### config.mk
export PLATFORM = sky130hd
export DESIGN_NAME = pipe_hazard_ctrl
export DESIGN_NICKNAME = d
export VERILOG_FILES = /design/src/rtl/pipe_hazard_ctrl.sv
export SDC_FILE = /design/constraint.sdc
export NUM_CORES = 1
export LEC_CHECK = 0
export CAP_MARGIN = 40
export CORE_MARGIN = 2
export CORE_UTILIZATION = 56
export DETAILED_ROUTE_END_ITERATION = 16
export DONT_BUFFER_PORTS = 1
export HOLD_SLACK_MARGIN = 0.03
export PLACE_DENSITY_LB_ADDON = 0.2
export SLEW_MARGIN = 15
export SYNTH_ARGS = -nofsm -noshare
export SYNTH_HDL_FRONTEND = slang
export SYNTH_SLANG_ARGS = --single-unit
### constraint.sdc
create_clock -name clock -period 2.5 [get_ports clock]
set_input_delay 0.375 -clock clock [delete_from_list [all_inputs] [get_ports clock]]
set_output_delay 0.375 -clock clock [all_outputs]
set_load 0.01 [all_outputs]
### src/rtl/pipe_hazard_ctrl.sv
// Pipeline hazard/stall controller: per-stage enables and bubbles, EXE operand forwarding,
// multi-cycle data-memory handshake with watchdog, and a saturating stall-cycle counter.
module pipe_hazard_ctrl #(
  parameter int unsigned MEM_TIMEOUT = 15,
  parameter int unsigned CNT_W       = 16
) (
  input  logic             clock,
  input  logic             reset,
  input  logic [4:0]       rs,
  input  logic [4:0]       rt,
  input  logic             use_rs,
  input  logic             use_rt,
  input  logic             ewreg,
  input  logic             em2reg,
  input  logic [4:0]       edestReg,
  input  logic             mwreg,
  input  logic             mm2reg,
  input  logic             mwmem,
  input  logic [4:0]       mdestReg,
  input  logic             mem_ack,
  output logic             pc_en,
  output logic             ifid_en,
  output logic             idexe_en,
  output logic             exemem_en,
  output logic             memwb_en,
  output logic             idexe_bubble,
  output logic             memwb_bubble,
  output logic [1:0]       fwda,
  output logic [1:0]       fwdb,
  output logic             mem_req,
  output logic             mem_timeout,
  output logic [CNT_W-1:0] stall_count
);

  localparam logic [7:0] TimeoutVal = 8'(MEM_TIMEOUT);

  typedef enum logic [1:0] {StRun, StWait, StErr} state_e;

  state_e           state_q, state_d;
  logic [7:0]       wcnt_q, wcnt_d;
  logic [CNT_W-1:0] cnt_q;

  logic memop, ack, mem_stall, load_use;

  function automatic logic [1:0] fwd_sel(input logic [4:0] r);
    if (ewreg && !em2reg && (edestReg != 5'd0) && (edestReg == r)) begin
      return 2'd1;
    end else if (mwreg && (mdestReg != 5'd0) && (mdestReg == r)) begin
      return mm2reg ? 2'd3 : 2'd2;
    end else begin
      return 2'd0;
    end
  endfunction

  assign memop   = mm2reg | mwmem;
  assign mem_req = memop && (state_q != StErr) && !reset;
  // An acknowledge only counts while a request is actually outstanding.
  assign ack     = mem_ack & mem_req;

  assign mem_stall = ((state_q == StRun) && memop && !ack) || ((state_q == StWait) && !ack);
  assign load_use  = ewreg && em2reg && (edestReg != 5'd0) &&
                     ((use_rs && (rs == edestReg)) || (use_rt && (rt == edestReg)));

  always_ff @(posedge clock or posedge reset) begin
    if (reset) begin
      state_q <= StRun;
      wcnt_q  <= 8'd0;
    end else begin
      state_q <= state_d;
      wcnt_q  <= wcnt_d;
    end
  end

  always_comb begin
    state_d = state_q;
    wcnt_d  = wcnt_q;
    unique case (state_q)
      StRun: begin
        if (memop && !ack) begin
          state_d = StWait;
          wcnt_d  = 8'd1;
        end
      end
      StWait: begin
        if (ack) begin
          state_d = StRun;
          wcnt_d  = 8'd0;
        end else if (wcnt_q == TimeoutVal) begin
          state_d = StErr;
        end else begin
          wcnt_d = wcnt_q + 8'd1;
        end
      end
      StErr: begin
        state_d = StErr;
      end
      default: begin
        state_d = StRun;
        wcnt_d  = 8'd0;
      end
    endcase
  end

  always_comb begin
    pc_en        = 1'b1;
    ifid_en      = 1'b1;
    idexe_en     = 1'b1;
    exemem_en    = 1'b1;
    memwb_en     = 1'b1;
    idexe_bubble = 1'b0;
    memwb_bubble = 1'b0;
    fwda         = fwd_sel(rs);
    fwdb         = fwd_sel(rt);
    if (reset) begin
      {pc_en, ifid_en, idexe_en, exemem_en, memwb_en} = 5'b0;
      idexe_bubble = 1'b1;
      memwb_bubble = 1'b1;
      fwda         = 2'd0;
      fwdb         = 2'd0;
    end else if (state_q == StErr) begin
      {pc_en, ifid_en, idexe_en, exemem_en, memwb_en} = 5'b0;
      memwb_bubble = 1'b1;
    end else if (mem_stall) begin
      // Freeze the front of the pipe; drain a NOP into MEM/WB while memory is busy.
      {pc_en, ifid_en, idexe_en, exemem_en} = 4'b0;
      memwb_bubble = 1'b1;
    end else if ((state_q == StRun) && load_use) begin
      pc_en        = 1'b0;
      ifid_en      = 1'b0;
      idexe_bubble = 1'b1;
    end
  end

  always_ff @(posedge clock or posedge reset) begin
    if (reset) begin
      cnt_q <= '0;
    end else if (!pc_en && (cnt_q != '1)) begin
      cnt_q <= cnt_q + 1'b1;
    end
  end

  assign mem_timeout = (state_q == StErr);
  assign stall_count = cnt_q;

endmodule

=== Word level (Yosys, flattened, before mapping) ===
Index checks and enable logic that the tools add are counted.

* Input bits: 30
* Word-level logic and storage cells: 84
* Output and inout bits: 29
* Register bits after elaboration: 26

* Reduce and logical (&&, ||, !) cells: 31
* Add/sub/neg operators: 2
* Bitwise logic cells: 3
* Muxes and demuxes: 31
* Equality and inequality tests: 14

{| class="wikitable"
|+ Operators with widths
! kind !! number
|-
| 5-bit == test || 6
|-
| 8-bit 2-to-1 mux || 3
|-
| 8-bit one-hot mux with 3 select lines || 1
|-
| 1-bit logical AND || 20
|-
| 2-bit 2-to-1 mux || 9
|-
| 1-bit 2-to-1 mux || 17
|-
| 16-bit by 1-bit adder with 16-bit output (second input constant) || 1
|-
| 16-bit inequality test (second input constant) || 1
|-
| 5-bit nonzero test || 2
|-
| 8-bit by 1-bit adder with 8-bit output (second input constant) || 1
|-
| 8-bit by 4-bit == test with 1-bit output (second input constant) || 1
|-
| 2-bit one-hot mux with 3 select lines || 1
|-
| 1-bit logical NOT || 4
|-
| 3-bit by 2-bit inequality test with 1-bit output (second input constant) || 1
|-
| 3-bit inequality test (second input constant) || 1
|-
| 3-bit AND reduction || 1
|-
| 2-bit by 1-bit == test with 1-bit output (second input constant) || 1
|-
| 2-bit == test (second input constant) || 1
|-
| 2-bit logical NOT || 1
|-
| 1-bit logical OR || 2
|-
| 2-bit by 1-bit inequality test with 1-bit output (second input constant) || 1
|-
| 2-bit inequality test (second input constant) || 1
|-
| 2-bit AND reduction || 1
|-
| 1-bit AND || 1
|-
| 2 further kinds || 2
|}

=== Depth between registers and ports, before layout ===
* Depth in word-level cells: 12
* Mapped depth: 9
* Mapped depth without buffers: 8

=== Worst setup path after synthesis ===
Ideal clock, no wire load.

* Kind: in2out
* Start: input reset
* End: output fwda[1]
* Stages: 5
* Path slack: 414 ps
* Data required time: 2125 ps
* Buffers on the path: 0
* Arrival time: 1711 ps
* Path through: inv_1 > o311a_1 > nand4_1 > nor3_1 > o31a_1

* Cells in the longest elaborated chain, start to end: 1

{| class="wikitable"
|+ RTL lines
! element !! line !! source
|-
| from (decl) || 8 || <nowiki>input logic reset,</nowiki>
|-
| 2-bit 2-to-1 mux || 114 || <nowiki>if (reset) begin</nowiki>
|-
| to (decl) || 28 || <nowiki>output logic [1:0] fwda,</nowiki>
|}

No other way between the ends.

=== Final worst setup path ===
* Start: register state_q[0]
* End: output ifid_en

* Cells in the longest elaborated chain, start to end: 10
* Elaborated cells between the ends (all ways): 17
* Classes of those cells: 3 x eq/ne; 4 x mux; 1 x bitwise; 9 x reduce/logical

{| class="wikitable"
|+ RTL lines
! element !! line !! source
|-
| from (decl) || 39 || <nowiki>state_e state_q, state_d;</nowiki>
|-
| from (signal assigned) || 66 || <nowiki>state_q <= StRun;</nowiki>
|-
| from (signal assigned) || 69 || <nowiki>state_q <= state_d;</nowiki>
|-
| 2-bit inequality test || 56 || <nowiki>assign mem_req = memop && (state_q != StErr) && !reset;</nowiki>
|-
| 1-bit logical AND (2 in series) || 56 ||
|-
| 1-bit AND || 58 || <nowiki>assign ack = mem_ack & mem_req;</nowiki>
|-
| 1-bit logical NOT || 60 || <nowiki>assign mem_stall = ((state_q == StRun) && memop && !ack) || ((state_q == StWait) && !ack);</nowiki>
|-
| 1-bit logical AND || 60 ||
|-
| 1-bit logical OR || 60 ||
|-
| 1-bit 2-to-1 mux || 123 || <nowiki>end else if (mem_stall) begin</nowiki>
|-
| 1-bit 2-to-1 mux * || 120 || <nowiki>end else if (state_q == StErr) begin</nowiki>
|-
| 1-bit 2-to-1 mux * || 114 ||
|-
| to (decl) || 22 || <nowiki>output logic ifid_en,</nowiki>
|}

Mark *: on every way between the ends. The rest lies on a longest branch, timed or not.

==> summary.txt <==
Status
  • Outcome: finished clean

Power
  • Peak VDD IR: around 0.7 mV
  • Power per cell area: between 700 and 800 nW/um^2
  • P_leak: between 0.7 and 0.8 nW

STA
  • Setup-failing EPs final: 0
  • Period utilization: 89.2%
  • Hold Violations, Final: 0
  • Setup TNS: 0 ns
  • Worst slew pin tran: 0.617 ns
  • Worst hold slack: about 0.27 ns
  • Slew Limit Fails: 0
  • F_max: ~450 MHz
  • RSZ-0062 raised after global routing: false
  • Clk_skew: between 0.01 and 0.015 ns
  • Min cycle time layout: roughly 2.2 ns
  • Worst slew margin: about three fifths

Synthesis
  • Ys async rst share: 100%
  • Post-synth top area share: around 40%
  • Sequential share of the synthesized area: roughly two fifths
  • EDFF count, synth: 0
  • Synth cell types: 41
  • Post-Syn Nets: a little over 200
  • Synth Cell Area: between 1500 and 2000 sq um
  • Syn Inst Count: 173
  • Synthesis-stage register bit count: 26
  • Prevailing post-synth register cell: dfrtp_1
  • Synth top area cells: dfrtp_1, xnor2_1, xor2_1
  • Ys Warns: 0
  • Area leader, netlist: dfrtp_1
  • Syn Area/Cell: between 9 and 10 sq um

Min path
  • Worst min-delay path class: in2reg

Cells and area
  • Finished Layout Cells: between 200 and 250
  • N_diodes: 0
  • Nets: 210
  • Share of cells above drive strength 1: 7.34%
  • Final Core Density: about 63%
  • Fillers: roughly 230
  • Design area: approximately 1800 sq um
  • Synth-to-layout area growth: 5.57%

Floorplan
  • Die ar.: ~3400 sq um
  • Die X: approximately 58 um
  • Core area: ~2800 sq um
  • Die Span Y: 58.5 um
  • I/O pins: approximately 60
  • Row count: 19
  • Initial core utilization: between 50% and 60%

Global route
  • First-pass GRT wire length: 6180 um
  • Vias in the first global route: 1,409
  • GRT Residual Overflow: 0
  • Largest net degree at the start of global routing: 28
  • Global Route met1 Usage: ~27%
  • Grt met3 use: about 8.1%
  • Antenna violations before repair: 0
  • Gr usage total: 23.3%
  • GRT busiest layer: met2
  • Met2 Usage GRT: between 30% and 40%

Worst setup path
  • Crit path arrival time: 1.86 ns
  • Crit path capture type: output port
  • CP required: between 2 and 2.5 ns
  • CP Class: reg2out
  • Crit path cell chain: nor3_1 > a211oi_1 > nand2b_1 > nor2_1
  • Critical path fanouts, max: 9
  • Worst setup SP type: register
  • CP max stage cell: dfrtp_1
  • Worst path max stage delay: just under 0.5 ns

Clocking
  • Post-CTS setup buffers: 0
  • Root buffer cell: clkbuf_4
  • Clk_lat worst skew: around 0.33 ns
  • Post_cts resized: 0
  • CTS Buf Count: 3
  • Clock-pin slew on the worst setup and hold paths: around 0.14 ns
  • CTS H-Tree Depth: 1
  • CTS tree: built
  • CTS Sinks: 26
  • Post-cts hold buffer count: 1
  • Clock buffer depth: 2

Placed design
  • Final GP Congestion: 0.814
  • Placement Cell Area: roughly 1700 sq um
  • Port Buffer Count: 0
  • Placed Cells: ~200
  • Final HPWL DP: about 2800 um

Routing
  • Via density: roughly 6.3
  • Total number of vias: ~1,300
  • Total iterations of the first detailed-routing run: 4
  • Drt wl/cell: between 15 and 20 um
  • DRC: 0
  • Iteration-0 DRC count of the detailed router: 69
  • Final WL: between 3000 and 4000 um
  • Routed Antenna Nets: 0

Job
  • Max-cap violations: 0
cells in the mapped netlist (all sizes together), types with 2 or more instances:
master  number
xnor2       24
xor2        17
inv          8
nor2        13
a211oi       2
o21bai       2
and3         8
buf          4
and2         2
o31a         2
dfrtp       26
nor3         6
o41ai        2
nand3        9
nand2b       3
o21ai        2
nand4       12
nand2       12
ha           2
power by group:
part	internal, W	switching [W]
Sequential	0.000509	0.000136
Clock	0.000162	0.000120
Combinational	0.000149	0.000159
Total	0.000820	0.000415
critical path, delay by kind of cell (launching register included):
kind	cells	cell delay, ns
and+or+nand+nor	3	0.91
AOI/OAI and AO/OA	1	0.11
DFF	1	0.49
path summary, 6_finish.rpt:
| kind | start | end | slack, ns | cells past startpoint |
|---|---|---|---|---|
| setup / recovery | state_q[0] | ifid_en | 0.27 | 4 |
| hold / removal | mm2reg | state_q[0] | 0.27 | 2 |
| setup reg to reg | state_q[0] | stall_count[1] | 0.43 | 6 |
| hold reg to reg | wcnt_q[0] | wcnt_q[0] | 0.57 | 1 |
| max in group asynchronous | reset | stall_count[1] | 1.66 | 3 |
| min in group asynchronous | reset | wcnt_q[0] | 0.58 | 3 |
state kept, by name (all words and copies together), names as in the netlist:
register and cells:
stall_count 16, state_q 2, wcnt_q 8
cell type report:
type	count	area (sq um)	area share (%)
Inverter	8	30.0	1.71
Sequential cell	26	651	37.1
Clock buffer	3	22.5	1.28
Timing Repair Buffer	4	32.5	1.85
Multi-Input combinational cell	135	950	54.1
Tap cell	31	38.8	2.21
Clock inverter	1	30.0	1.71
kinds of logic (layout without fill, tap and decap cells):
family | after synthesis | count (layout) | synth area share [%]
compound gates | 19 | 19 | 10.2
xor+xnor | 41 | 41 | 21.6
fa+ha+maj | 2 | 2 | 1.51
buf+inv | 12 | 16 | 3.69
flops | 26 | 26 | 39.2
mux | 2 | 2 | 1.28
simple gates | 71 | 71 | 22.5
layer usage:
metal	up-vias	share of wire, %
met5	-	0
met1	642	40
li1	619	-
met2	47	50
met4	0	1.5
met3	10	7.8
through the flow:
step | total power, W | setup slack [ns]
CTS | 0.00125 | 0.253
finish | 0.00124 | 0.270
detailed placement | 0.000953 | 0.459
floorplan | 0.000883 | 0.414
global route | 0.00132 | 0.126
global placement | 0.000931 | 0.502
cell usage in the layout, fill, tap and decap left out, drive strengths merged, types with 6 or more instances in the layout:
| cell | count |
|---|---|
| dfrtp | 26 |
| xnor2 | 24 |
| xor2 | 17 |
| nor2 | 13 |
| nand4 | 12 |
| nand2 | 12 |
| nand3 | 9 |
| and3 | 8 |
| inv | 8 |
| nor3 | 6 |
No activity file was read; power rests on OpenSTA's default activity.
